$ cat src/rtl/biquad_channel_scheduler_if.sv
// Sample/result bundle between the sensor front end and the shared biquad engine.
// No backpressure on either side: strobes are one-cycle and results are one-cycle pulses.
interface biquad_channel_scheduler_if #(
    parameter int NUM_CH = 4
);
    localparam int CH_W = $clog2(NUM_CH);

    logic [NUM_CH*8-1:0] i_data;
    logic [NUM_CH-1:0]   i_valid;
    logic                i_flush;
    logic [7:0]          o_data;
    logic [CH_W-1:0]     o_channel;
    logic                o_valid;
    logic                o_busy;
    logic [NUM_CH-1:0]   o_overrun;

    modport master (
        output i_data, i_valid, i_flush,
        input  o_data, o_channel, o_valid, o_busy, o_overrun
    );

    modport slave (
        input  i_data, i_valid, i_flush,
        output o_data, o_channel, o_valid, o_busy, o_overrun
    );
endinterface

$ cat src/rtl/biquad_channel_scheduler.sv
// Round-robin time-multiplexed 8-bit biquad over NUM_CH channels; strobe-to-result 7 cycles when idle.
// No backpressure: a new strobe on a still-pending channel overwrites it and pulses o_overrun.
module biquad_channel_scheduler #(
    parameter int NUM_CH = 4,
    localparam int CH_W = $clog2(NUM_CH)
) (
    input logic                       clk,
    input logic                       reset,
    biquad_channel_scheduler_if.slave bus
);
    localparam logic [2:0] IDLE = 3'd0;
    localparam logic [2:0] B0   = 3'd1;
    localparam logic [2:0] B1   = 3'd2;
    localparam logic [2:0] B2   = 3'd3;
    localparam logic [2:0] A1   = 3'd4;
    localparam logic [2:0] A2   = 3'd5;
    localparam logic [2:0] DONE = 3'd6;

    // Q1.7 coefficients; feedback terms are pre-negated so the engine only adds.
    localparam logic [7:0] COEF_B0 = 8'h2D;
    localparam logic [7:0] COEF_B1 = 8'h00;
    localparam logic [7:0] COEF_B2 = 8'hD3;
    localparam logic [7:0] COEF_A1 = 8'h78;
    localparam logic [7:0] COEF_A2 = 8'hDB;

    logic [2:0]        state;
    logic [CH_W-1:0]   rr, g, gsel, rr_next, rr_idx;
    logic [CH_W:0]     rr_sum;
    logic              found, flush_seen;
    logic [NUM_CH-1:0] pend, ovr, grant_mask;
    logic [7:0]        cap  [NUM_CH];
    logic [7:0]        x1_q [NUM_CH];
    logic [7:0]        x2_q [NUM_CH];
    logic [7:0]        y1_q [NUM_CH];
    logic [7:0]        y2_q [NUM_CH];
    logic [7:0]        x_cur, w_x1, w_x2, w_y1, w_y2;
    logic [7:0]        op_z, op_c, y;
    logic [15:0]       acc, prod;

    assign y = acc[14:7];

    always_comb begin
        gsel   = '0;
        found  = 1'b0;
        rr_sum = '0;
        rr_idx = '0;
        for (int i = 0; i < NUM_CH; i++) begin
            rr_sum = {1'b0, rr} + (CH_W+1)'(i);
            if (rr_sum >= (CH_W+1)'(NUM_CH)) rr_sum = rr_sum - (CH_W+1)'(NUM_CH);
            rr_idx = rr_sum[CH_W-1:0];
            if (!found && pend[rr_idx]) begin
                found = 1'b1;
                gsel  = rr_idx;
            end
        end
    end

    assign rr_next = (gsel == CH_W'(NUM_CH-1)) ? '0 : gsel + CH_W'(1);

    always_comb begin
        grant_mask = '0;
        if (state == IDLE && found) grant_mask[gsel] = 1'b1;
    end

    always_comb begin
        op_z = '0;
        op_c = '0;
        case (state)
            B0: begin op_z = x_cur; op_c = COEF_B0; end
            B1: begin op_z = w_x1;  op_c = COEF_B1; end
            B2: begin op_z = w_x2;  op_c = COEF_B2; end
            A1: begin op_z = w_y1;  op_c = COEF_A1; end
            A2: begin op_z = w_y2;  op_c = COEF_A2; end
            default: ;
        endcase
    end

    // Low 16 bits of a signed product are independent of operand signedness.
    assign prod = {{8{op_z[7]}}, op_z} * {{8{op_c[7]}}, op_c};

    always_ff @(posedge clk) begin
        if (!reset) begin
            state      <= IDLE;
            rr         <= '0;
            g          <= '0;
            pend       <= '0;
            ovr        <= '0;
            acc        <= '0;
            flush_seen <= 1'b0;
            x_cur      <= '0;
            w_x1       <= '0;
            w_x2       <= '0;
            w_y1       <= '0;
            w_y2       <= '0;
            for (int c = 0; c < NUM_CH; c++) begin
                cap[c]  <= '0;
                x1_q[c] <= '0;
                x2_q[c] <= '0;
                y1_q[c] <= '0;
                y2_q[c] <= '0;
            end
        end else begin
            ovr  <= bus.i_valid & pend & ~grant_mask;
            pend <= (pend & ~grant_mask) | bus.i_valid;
            for (int c = 0; c < NUM_CH; c++) begin
                if (bus.i_valid[c]) cap[c] <= bus.i_data[8*c +: 8];
            end
            case (state)
                IDLE: begin
                    acc        <= '0;
                    flush_seen <= 1'b0;
                    if (found) begin
                        g     <= gsel;
                        rr    <= rr_next;
                        x_cur <= cap[gsel];
                        w_x1  <= bus.i_flush ? '0 : x1_q[gsel];
                        w_x2  <= bus.i_flush ? '0 : x2_q[gsel];
                        w_y1  <= bus.i_flush ? '0 : y1_q[gsel];
                        w_y2  <= bus.i_flush ? '0 : y2_q[gsel];
                        state <= B0;
                    end
                end
                DONE: begin
                    if (!(flush_seen || bus.i_flush)) begin
                        x2_q[g] <= w_x1;
                        x1_q[g] <= x_cur;
                        y2_q[g] <= w_y1;
                        y1_q[g] <= y;
                    end
                    state <= IDLE;
                end
                default: begin
                    acc        <= acc + prod;
                    flush_seen <= flush_seen | bus.i_flush;
                    state      <= state + 3'd1;
                end
            endcase
            if (bus.i_flush) begin
                for (int c = 0; c < NUM_CH; c++) begin
                    x1_q[c] <= '0;
                    x2_q[c] <= '0;
                    y1_q[c] <= '0;
                    y2_q[c] <= '0;
                end
            end
        end
    end

    assign bus.o_valid   = (state == DONE);
    assign bus.o_data    = (state == DONE) ? y : '0;
    assign bus.o_channel = (state == DONE) ? g : '0;
    assign bus.o_busy    = (state != IDLE);
    assign bus.o_overrun = ovr;
endmodule
$ cat src/flat_wrapper.sv
// flat-port wrapper written by rule: the top's interface ports become plain ports
module biquad_channel_scheduler_flat 
#(
    parameter int NUM_CH = 4,
    localparam int CH_W = $clog2(NUM_CH)
)
  (clk, reset, bus_i_data, bus_i_valid, bus_i_flush, bus_o_data, bus_o_channel, bus_o_valid, bus_o_busy, bus_o_overrun);
  biquad_channel_scheduler_if #(.NUM_CH(NUM_CH)) bus_i ();
  input logic clk;
  input logic reset;
  input wire logic [$bits(bus_i.i_data)-1:0] bus_i_data;
  input wire logic [$bits(bus_i.i_valid)-1:0] bus_i_valid;
  input wire logic [$bits(bus_i.i_flush)-1:0] bus_i_flush;
  output wire logic [$bits(bus_i.o_data)-1:0] bus_o_data;
  output wire logic [$bits(bus_i.o_channel)-1:0] bus_o_channel;
  output wire logic [$bits(bus_i.o_valid)-1:0] bus_o_valid;
  output wire logic [$bits(bus_i.o_busy)-1:0] bus_o_busy;
  output wire logic [$bits(bus_i.o_overrun)-1:0] bus_o_overrun;
  assign bus_i.i_data = bus_i_data;
  assign bus_i.i_valid = bus_i_valid;
  assign bus_i.i_flush = bus_i_flush;
  assign bus_o_data = bus_i.o_data;
  assign bus_o_channel = bus_i.o_channel;
  assign bus_o_valid = bus_i.o_valid;
  assign bus_o_busy = bus_i.o_busy;
  assign bus_o_overrun = bus_i.o_overrun;
  biquad_channel_scheduler #(.NUM_CH(NUM_CH)) u_core (.clk(clk), .reset(reset), .bus(bus_i));
endmodule
$ cat config.mk
export PLATFORM = sky130hd
export DESIGN_NAME = biquad_channel_scheduler_flat
export DESIGN_NICKNAME = d
export VERILOG_FILES = /design/src/rtl/biquad_channel_scheduler_if.sv /design/src/rtl/biquad_channel_scheduler.sv /design/src/flat_wrapper.sv
export SDC_FILE = /design/constraint.sdc
export NUM_CORES = 1
export LEC_CHECK = 0
export BUFFER_PORTS_ARGS = -buffer_cell sky130_fd_sc_hd__buf_2
export CAP_MARGIN = 40
export CORE_UTILIZATION = 30
export DETAILED_ROUTE_END_ITERATION = 8
export GPL_TIMING_DRIVEN = 0
export SLEW_MARGIN = 25
export SYNTH_ARGS = -nofsm -noshare
export SYNTH_HDL_FRONTEND = slang
export SYNTH_SLANG_ARGS = --single-unit
$ cat constraint.sdc
create_clock -name clk -period 8.7 [get_ports clk]
set_clock_uncertainty 0.2 [all_clocks]
set_input_delay 1.305 -clock clk [delete_from_list [all_inputs] [get_ports clk]]
set_output_delay 1.305 -clock clk [all_outputs]
set_load 0.005 [all_outputs]
==> impl_metrics.json, run 1 <==
{
  "antenna_found_initial": 0,
  "cp.required_ns": 8.92,
  "grt_pass1_wl_mm": 56.6,
  "grt_pass1_vias": 9864,
  "dp.cells": 1892,
  "grt_usage": 0.162,
  "p_clk_frac": 0.358,
  "finalWeightedCongestion": 0.841,
  "power.switching_mw": 0.943,
  "synth_fa_ha_area_frac": 0.139,
  "maxSlewHeadroom": 0.391,
  "postRouteAntennaNets": 0,
  "ctsHoldBuffers": 0,
  "clockBufferDepth": 3,
  "highest_layer": "met4",
  "drt_iter0_drc": 666,
  "portBuffers": 54,
  "yosysWarnings": 0,
  "pwr-share-comb": 0.210,
  "final_nets": 1477,
  "tightest_slew_ns": 0.913,
  "timing_worst_setup_path_type": "flop to flop",
  "synthXorXnorAreaFrac": 0.0115,
  "path_max_fanout": 10,
  "synth_compound_area_frac": 0.142,
  "cp-end-kind": "flop",
  "post_cts_resized": 0,
  "cts.sinks": 231,
  "vdd_drop_max_v": 0.000152,
  "ios": 55,
  "clk_pin_slew_ns": 0.06,
  "p_int_mw": 2.11,
  "rows": 77,
  "whs_ns": 0.258,
  "power.leakage_nw": 6.45,
  "drc_errors": 0,
  "cts-root-buf": "clkbuf_16",
  "max_cap_viol_count": 0,
  "slew_violations": 0,
  "reg2reg_depth": 23,
  "area_growth_syn_to_layout_pct": 15.3,
  "vias_per_cell": 4.94,
  "dr.pass1.iters": 5,
  "fmax_mhz": 135,
  "rsz0062_at_grt": "no",
  "cts_setup_buffers": 0,
  "fp.dieW_um": 214,
  "synth_nets": 1385,
  "cts_tree": "yes",
  "grt_max_degree": 22,
  "met2_length_mm": 17.7,
  "seq_power_share": 0.432,
  "final_cells": 1942,
  "synth_top_family_by_area": "simple AND/OR/NAND/NOR gates",
  "ys_seq_area_frac": 0.464,
  "crit_path_start_kind": "flop",
  "routed_wl_mm": 36.0,
  "post-route-min-period_ns": 7.42,
  "synth.avg_cell_area_um2": 10.9,
  "synthMuxAreaShare": 0.0262,
  "grt_overflow": 0,
  "fin_ws_ns": 1.28,
  "ys_types": 60,
  "core_area_um2": 44100,
  "syn_area_um2": 13400,
  "dieArea_um2": 45600,
  "layout_common_cells": "edfxtp_1, and2_1, inv_1",
  "hold_depth": 2,
  "clk_latency_ns": 0.55,
  "hp-class": "flop to flop",
  "synthFlopType": "edfxtp_1",
  "hold_viol_final": 0,
  "power_density_nw_per_um2": 197,
  "outcome": "complete, no violations",
  "met1_length_mm": 15.7,
  "drive_gt1_frac": 0.102,
  "synth-simple-area-share": 0.152,
  "cts_made_buffers": 26,
  "final_common_cell": "edfxtp_1",
  "async_flop_share": 0,
  "period_share": 0.852,
  "ys_ff_latch": 231,
  "netlist_instances": 1237,
  "htree_levels": 1,
  "route.met3.wl_mm": 1.86,
  "dpl_worst_slack_ns": 1.40,
  "fin_tns_setup_ns": 0,
  "hpwl_mm": 27.2,
  "wire_per_inst_um": 18.5,
  "p_sw_frac": 0.309,
  "synth_edf_count": 160,
  "num_vias": 9601,
  "setup_viol": 0,
  "power_mw": 3.05,
  "die_height_um": 214,
  "initial_core_util": 0.304,
  "critPathArrivalTime_ns": 7.64
}
==> layer usage <==
metal  GRT usage  vias to the layer above
met4      0.0389                        0
met3      0.0155                       55
met5           0                        -
met2       0.283                      289
met1       0.215                     4768
li1            -                     4489
==> registers in the layout, summed over array words and instances, names as in the netlist <==
| signal | flops |
|---|---|
| u_core.w_x2 | 8 |
| u_core.pend | 4 |
| u_core.rr | 2 |
| u_core.acc | 15 |
| u_core.flush_seen | 1 |
| u_core.w_y1 | 8 |
| u_core.y2_q | 32 |
| u_core.state | 3 |
| u_core.x2_q | 32 |
| u_core.cap | 32 |
| u_core.y1_q | 32 |
| u_core.w_x1 | 8 |
| u_core.x1_q | 32 |
| u_core.g | 2 |
| u_core.bus.o_overrun | 4 |
| u_core.x_cur | 8 |
| u_core.w_y2 | 8 |
==> worst paths after layout <==
check / startpoint / endpoint / slack (ns)
hold reg to reg: u_core.w_y2[0] / u_core.w_y2[0] / 0.26
setup / recovery: u_core.state[1] / u_core.acc[14] / 1.28
setup reg to reg: u_core.state[1] / u_core.acc[14] / 1.28
hold / removal: u_core.w_y2[0] / u_core.w_y2[0] / 0.26
==> worst max-delay path, cell delays in order (launching register included) <==
cell and delay, ns:
dfxtp_1 0.51, inv_1 0.14, ha_1 0.20, clkbuf_1 0.20
clkbuf_1 0.31, a22oi_1 0.28, o21ai_0 0.15, a221oi_1 0.76
nor2_1 0.18, fa_1 0.55, inv_1 0.05, fa_1 0.53
inv_1 0.06, fa_1 0.52, fa_1 0.56, inv_1 0.06
fa_1 0.53, inv_1 0.04, ha_1 0.23, o31ai_1 0.49
a21oi_1 0.19, a311oi_1 0.35, xnor2_1 0.15, o21ai_1 0.07
==> synthesized netlist by cell type (9+ instances only) <==
library cell | count | share of area
clkbuf_1 | 61 | 0.017
a311oi_1 | 9 | 0.0059
nor2_1 | 34 | 0.0095
a211o_1 | 32 | 0.021
a22oi_1 | 15 | 0.0084
mux2i_1 | 34 | 0.025
and2_1 | 143 | 0.067
ha_1 | 43 | 0.040
a21oi_1 | 13 | 0.0048
dfxtp_1 | 71 | 0.11
o21ai_0 | 13 | 0.0048
a211oi_1 | 41 | 0.023
buf_2 | 12 | 0.0045
fa_1 | 66 | 0.098
edfxtp_1 | 160 | 0.36
and3_1 | 46 | 0.021
xnor2_1 | 14 | 0.0091
nor2b_1 | 22 | 0.010
inv_1 | 126 | 0.035
nand2b_1 | 13 | 0.0061
a31oi_1 | 44 | 0.021
a21boi_1 | 34 | 0.019
o21a_1 | 18 | 0.010
nand2_1 | 89 | 0.025
==> metrics by stage <==
step	util	instance area [µm²]
after floorplan	-	13400
after global placement	0.327	14400
after detailed placement	0.331	14600
after CTS	0.350	15500
after global routing	0.351	15500
final	0.351	15500
==> cell families after synthesis <==
| family | count (synthesis) |
|---|---|
| buf+inv | 214 |
| fa+ha+maj | 109 |
| simple gates | 374 |
| xor+xnor | 16 |
| mux | 35 |
| compound gates | 258 |
| flops | 231 |
==> area by class of cell <==
cell class	instances	area [µm²]
diodes	1	2.50
inverters	131	497
repair buffers	64	435
clock buffers	38	716
multi-input cells	792	6340
well taps	592	741
plain buffers	83	390
flip-flops and latches	231	6230
fillers	4523	28700
clock inverters	10	129
==> power by group through the flow <==
| stage | logic (mW) | registers (mW) | clock network [mW] |
|---|---|---|---|
| after floorplan | 0.442 | 1.31 | 0 |
| after global placement | 0.617 | 1.34 | 0 |
| after detailed placement | 0.635 | 1.34 | 0 |
| after CTS | 0.640 | 1.32 | 1.11 |
| after global routing | 0.704 | 1.33 | 1.14 |
| final | 0.642 | 1.32 | 1.09 |
(Power assumes the default switching activity.)
==> inputs of run 2 (changes only) <==
Settings changed: PLACE_DENSITY_LB_ADDON from default to 0.15.
==> run 2 against run 1 <==
Die area unchanged; cell area down 0.20%; core utilization shrank 0.071 points; highest routed layer unchanged; sequential power about the same; critical path type unchanged; largest power group unchanged; cell count about the same; largest cell class unchanged.
==> impl_metrics.json, run 2 (synthesis results as in run 1) <==
{
  "num_vias": 9337,
  "finalWeightedCongestion": 0.794,
  "area_growth_syn_to_layout_pct": 15.0,
  "portBuffers": 54,
  "cp-end-kind": "flop",
  "grt_pass1_vias": 9730,
  "grt_overflow": 0,
  "routed_wl_mm": 38.5,
  "tightest_slew_ns": 0.784,
  "path_buf_inv": 7,
  "power.leakage_nw": 6.43,
  "post_cts_resized": 0,
  "post-route-min-period_ns": 7.38,
  "slowest_stage": "a221oi_1",
  "cts_tree": "yes",
  "setup_viol": 0,
  "grt_usage": 0.179,
  "cts.sinks": 231,
  "fin_util": 0.350,
  "cp.required_ns": 8.94,
  "drc_errors": 0,
  "slew_violations": 0,
  "vias_per_cell": 4.81,
  "crit_path_start_kind": "flop",
  "hold_depth": 2,
  "rrSetupSlack_ns": 1.32,
  "postRouteAntennaNets": 0,
  "clk_pin_slew_ns": 0.06,
  "final_common_cell": "edfxtp_1",
  "ios": 55,
  "holdCritStartpoint": "u_core.w_y2[3]",
  "drive_gt1_frac": 0.103,
  "reg2reg_depth": 23,
  "path_max_fanout": 10,
  "dieArea_um2": 45600,
  "critPathArrivalTime_ns": 7.62,
  "rr_startpoint": "u_core.state[1]",
  "crit_family": "adder cells",
  "fmax_mhz": 135,
  "min_to": "u_core.w_y2[3]",
  "clk_latency_ns": 0.56,
  "path_cells": "inv_1, ha_1, clkbuf_1, clkbuf_1, a22oi_1, o21ai_0, a221oi_1, nor2_1, fa_1, inv_1, fa_1, inv_1, fa_1, fa_1, inv_1, fa_1, inv_1, ha_1, o31ai_1, a21oi_1, a311oi_1, xnor2_1, o21ai_1",
  "final_nets": 1477,
  "dr.pass1.iters": 5,
  "maxSlewHeadroom": 0.478,
  "vdd_drop_max_v": 0.000113,
  "die_height_um": 214,
  "dp.cells": 1892,
  "core_area_um2": 44100,
  "power_mw": 3.04,
  "wire_per_inst_um": 19.8,
  "cts_made_buffers": 27,
  "drt_iter0_drc": 603,
  "hpwl_mm": 29.1,
  "cts_setup_buffers": 0,
  "antenna_found_initial": 1,
  "fp.dieW_um": 214,
  "max_cap_viol_count": 0,
  "cts-root-buf": "clkbuf_16",
  "rows": 77,
  "period_share": 0.848,
  "hp-class": "flop to flop",
  "worstReg2RegEnd": "u_core.acc[14]",
  "final_cells": 1943,
  "clockBufferDepth": 3,
  "htree_levels": 1,
  "ctsHoldBuffers": 0,
  "grt_pass1_wl_mm": 60.4,
  "power_density_nw_per_um2": 197,
  "rsz0062_at_grt": "no",
  "fin_tns_setup_ns": 0,
  "hold_viol_final": 0,
  "timing_worst_setup_path_type": "flop to flop",
  "initial_core_util": 0.304,
  "max_stage_delay_ns": 0.66,
  "layout_common_cells": "edfxtp_1, and2_1, inv_1",
  "outcome": "complete, no violations",
  "grt_max_degree": 23
}
==> run 2: through the flow <==
step                      worst slack (ns)  instance area (µm²)  hold slack [ns]
after global routing                 0.799                15400            0.295
after CTS                             1.31                15400            0.262
final                                 1.32                15400            0.266
after detailed placement              1.37                14600            0.256
after global placement               0.836                14400            0.246
after floorplan                       1.99                13400            0.235
==> run 2: worst reg2reg max path, delay by kind of cell, from the launching register on <==
family,cells,cell delay [ns]
flops,1,0.50
xor+xnor,1,0.16
compound gates,7,2.23
buf+inv,7,0.89
fa+ha+maj,7,3.14
simple gates,1,0.17
==> run 2: worst max-delay path by stage <==
| stage | cells after the start | slack (ns) | start | to |
|---|---|---|---|---|
| after floorplan | 24 | 1.99 | u_core.state[2] | u_core.acc[14] |
| after global placement | 23 | 0.84 | u_core.state[2] | u_core.acc[14] |
| after detailed placement | 23 | 1.37 | u_core.state[1] | u_core.acc[14] |
| after CTS | 23 | 1.31 | u_core.state[1] | u_core.acc[14] |
| after global routing | 23 | 0.80 | u_core.state[1] | u_core.acc[14] |
| final | 23 | 1.32 | u_core.state[1] | u_core.acc[14] |
==> run 2: report_power, final <==
group          leakage, nW  internal (mW)  switching (mW)  total, mW
clock network        0.392          0.600           0.468       1.07
registers             2.35           1.25          0.0759       1.32
logic                 3.69          0.229           0.421      0.650
==> run 2: layout make-up <==
class,count,area (µm²)
Antenna cell,1,2.50
Timing Repair Buffer,63,428
Clock buffer,33,698
Sequential cell,231,6230
Multi-Input combinational cell,792,6340
Buffer,83,390
Clock inverter,17,118
Inverter,131,497
Tap cell,592,741
Fill cell,4603,28700
==> run 2: layer usage <==
| layer | global-route usage | up-vias | part of all wire |
|---|---|---|---|
| li1 | - | 4502 | - |
| met1 | 0.250 | 4639 | 0.47 |
| met2 | 0.297 | 154 | 0.48 |
| met3 | 0.0208 | 42 | 0.032 |
| met4 | 0.0384 | 0 | 0.017 |
| met5 | 0 | - | 0 |
==> inputs of run 3 (changes only) <==
Settings changed: ABC_AREA from default to 1.
Clock period 8.7 ns to 6.7 ns, I/O delays scaled along.
==> run 3 against run 2 <==
Synthesized cell count rose by 35%; sequential share of layout area shrank 1.6 points; flip-flop and latch count unchanged; hold slack better by 0.0014 ns; largest power group is now combinational cells; worst setup slack got worse by 0.87 ns; cell count up 23%; non-clock buffer count down 11; area after synthesis rose by 3.2%.
==> impl_metrics.json, run 3 <==
{
  "outcome": "complete, no violations",
  "rows": 78,
  "synth_top_cell_area_share": 0.347,
  "p_int_mw": 3.71,
  "synth_top_cell_by_area": "edfxtp_1",
  "nFillCells": 4815,
  "stdcell_area_um2": 16100,
  "tightest_slew_ns": 0.857,
  "max_cap_viol_count": 0,
  "ios": 55,
  "diodes": 0,
  "yosysMostFrequentCell": "inv_1",
  "maxSlewHeadroom": 0.429,
  "synthTopCellsByArea": "edfxtp_1, dfxtp_1, inv_1",
  "grt_overflow": 0,
  "p_clk_frac": 0.229,
  "path_max_fanout": 8,
  "grt_usage": 0.184,
  "clockBufferDepth": 3,
  "fin_tns_setup_ns": 0,
  "synthFlopType": "edfxtp_1",
  "synth_fa_ha_area_frac": 0.134,
  "finalWeightedCongestion": 0.815,
  "timing_worst_setup_path_type": "flop to flop",
  "die_height_um": 217,
  "final_nets": 1911,
  "yosysWarnings": 0,
  "fmax_mhz": 160,
  "dpl-instance-area_um2": 15000,
  "synth-simple-area-share": 0.237,
  "synth_common_cells": "inv_1, nand2_1, nor2_1",
  "dr.pass1.iters": 5,
  "vdd_drop_max_v": 0.000209,
  "synth_compound_area_frac": 0.0511,
  "synthMuxAreaShare": 0,
  "layout_common_cells": "inv_1, nand2_1, nor2_1",
  "synthXorXnorAreaFrac": 0.00126,
  "critPathArrivalTime_ns": 6.49,
  "clk_latency_ns": 0.57,
  "synth_nets": 1817,
  "seq_power_share": 0.261,
  "setup_viol": 0,
  "crit_path_start_kind": "flop",
  "power.switching_mw": 3.19,
  "grt_max_degree": 22,
  "pwr-share-comb": 0.510,
  "routed_wl_mm": 42.2,
  "drive_gt1_frac": 0.110,
  "clk_pin_slew_ns": 0.06,
  "syn_area_um2": 13900,
  "post-route-min-period_ns": 6.25,
  "cts_made_buffers": 29,
  "core_area_um2": 45500,
  "cts-root-buf": "clkbuf_16",
  "cp-end-kind": "flop",
  "power_mw": 6.90,
  "wire_per_inst_um": 17.7,
  "fin_util": 0.353,
  "p_sw_frac": 0.462,
  "hpwl_mm": 31.2,
  "cts_tree": "yes",
  "portBuffers": 53,
  "grt_pass1_wl_mm": 65.6,
  "final_common_cell": "inv_1",
  "dieArea_um2": 47000,
  "ys_seq_area_frac": 0.449,
  "initial_core_util": 0.305,
  "power_density_nw_per_um2": 430,
  "area_growth_syn_to_layout_pct": 15.9,
  "power.leakage_nw": 7.26,
  "postRouteAntennaNets": 0,
  "synth_edf_count": 160,
  "antenna_found_initial": 1,
  "ys_types": 40,
  "slew_violations": 0,
  "cts.sinks": 231,
  "num_vias": 11100,
  "netlist_instances": 1669,
  "htree_levels": 1,
  "synth_top_family_by_area": "simple AND/OR/NAND/NOR gates",
  "drt_iter0_drc": 818,
  "grt_pass1_vias": 11200,
  "ys_ff_latch": 231,
  "drc_errors": 0,
  "hp-class": "flop to flop",
  "cp.required_ns": 6.94,
  "fp.dieW_um": 217,
  "vias_per_cell": 4.64,
  "async_flop_share": 0,
  "period_share": 0.933,
  "hold_viol_final": 0,
  "synth.avg_cell_area_um2": 8.30
}
## run 3: per-layer routing
| layer | GRT usage | part of all wire | vias up |
|---|---|---|---|
| li1 | - | - | 5430 |
| met1 | 0.248 | 0.46 | 5326 |
| met2 | 0.310 | 0.47 | 252 |
| met3 | 0.0200 | 0.045 | 63 |
| met4 | 0.0540 | 0.025 | 2 |
| met5 | 0 | 0.00031 | - |
## run 3: timing repair
item                                    CTS  global route
resized for setup                         2            15
hold buffers                              0             0
setup buffers                             0             4
gates cloned                              0             0
endpoints found under the setup margin    7             6
## run 3: logic make-up (layout without fill, tap and decap cells)
group / after synthesis / after routing
adder cells (fa/ha/maj): 109 / 109
flip-flops: 231 / 231
AO/OA/AOI/OAI: 125 / 125
AND/OR/NAND/NOR: 765 / 765
buffers and inverters: 437 / 554
XOR/XNOR: 2 / 2
## run 3: worst paths after layout
path                                       end  slack, ns  cells past startpoint            start
worst max-delay path            u_core.acc[10]       0.45                     23  u_core.state[0]
worst min-delay path             u_core.acc[4]       0.27                      2    u_core.acc[4]
worst max register to register  u_core.acc[10]       0.45                     23  u_core.state[0]
worst min register to register   u_core.acc[4]       0.27                      2    u_core.acc[4]
## run 3: worst max-delay path, cell delays in order, from the launching register on
cell,delay (ns)
dfxtp_1,0.35
inv_1,0.10
ha_1,0.18
nand2_2,0.17
o21ai_0,0.51
nor2_2,0.19
inv_1,0.12
nor2_1,0.07
fa_1,0.54
inv_1,0.05
fa_1,0.55
inv_1,0.07
fa_1,0.51
fa_1,0.55
inv_1,0.05
fa_1,0.53
inv_1,0.04
ha_1,0.31
a21oi_1,0.22
o21bai_1,0.13
a21oi_1,0.22
xor2_2,0.23
nor3_1,0.07
o21a_1,0.17
## run 3: layout make-up
class / instances / area, µm² / area share
clock buffer: 38 / 790 / 0.0492
tap: 600 / 751 / 0.0467
buffer: 71 / 382 / 0.0238
inverter: 365 / 1380 / 0.0856
sequential: 231 / 6230 / 0.388
timing repair buffer: 64 / 410 / 0.0256
multi-input combinational: 1001 / 5960 / 0.371
clock inverter: 16 / 170 / 0.0106
## run 3: power groups by stage
stage	clock (mW)	combinational [mW]	sequential, mW
after floorplan	0	2.38	1.80
after global placement	0	3.48	1.83
after detailed placement	0	3.50	1.83
after CTS	1.62	3.52	1.80
after global routing	1.67	3.96	1.82
final	1.58	3.52	1.80
## run 3: through the flow
| stage | worst slack (ns) | hold slack (ns) | cells |
|---|---|---|---|
| 6_report | 0.449 | 0.268 | 2386 |
| 5_1_grt | -0.00175 | 0.283 | 2386 |
| 4_1_cts | 0.0207 | 0.266 | 2381 |
| 3_5_place_dp | -0.461 | 0.258 | 2328 |
| 3_3_place_gp | -0.952 | 0.255 | 2322 |
| 2_1_floorplan | 0.450 | 0.245 | 1669 |
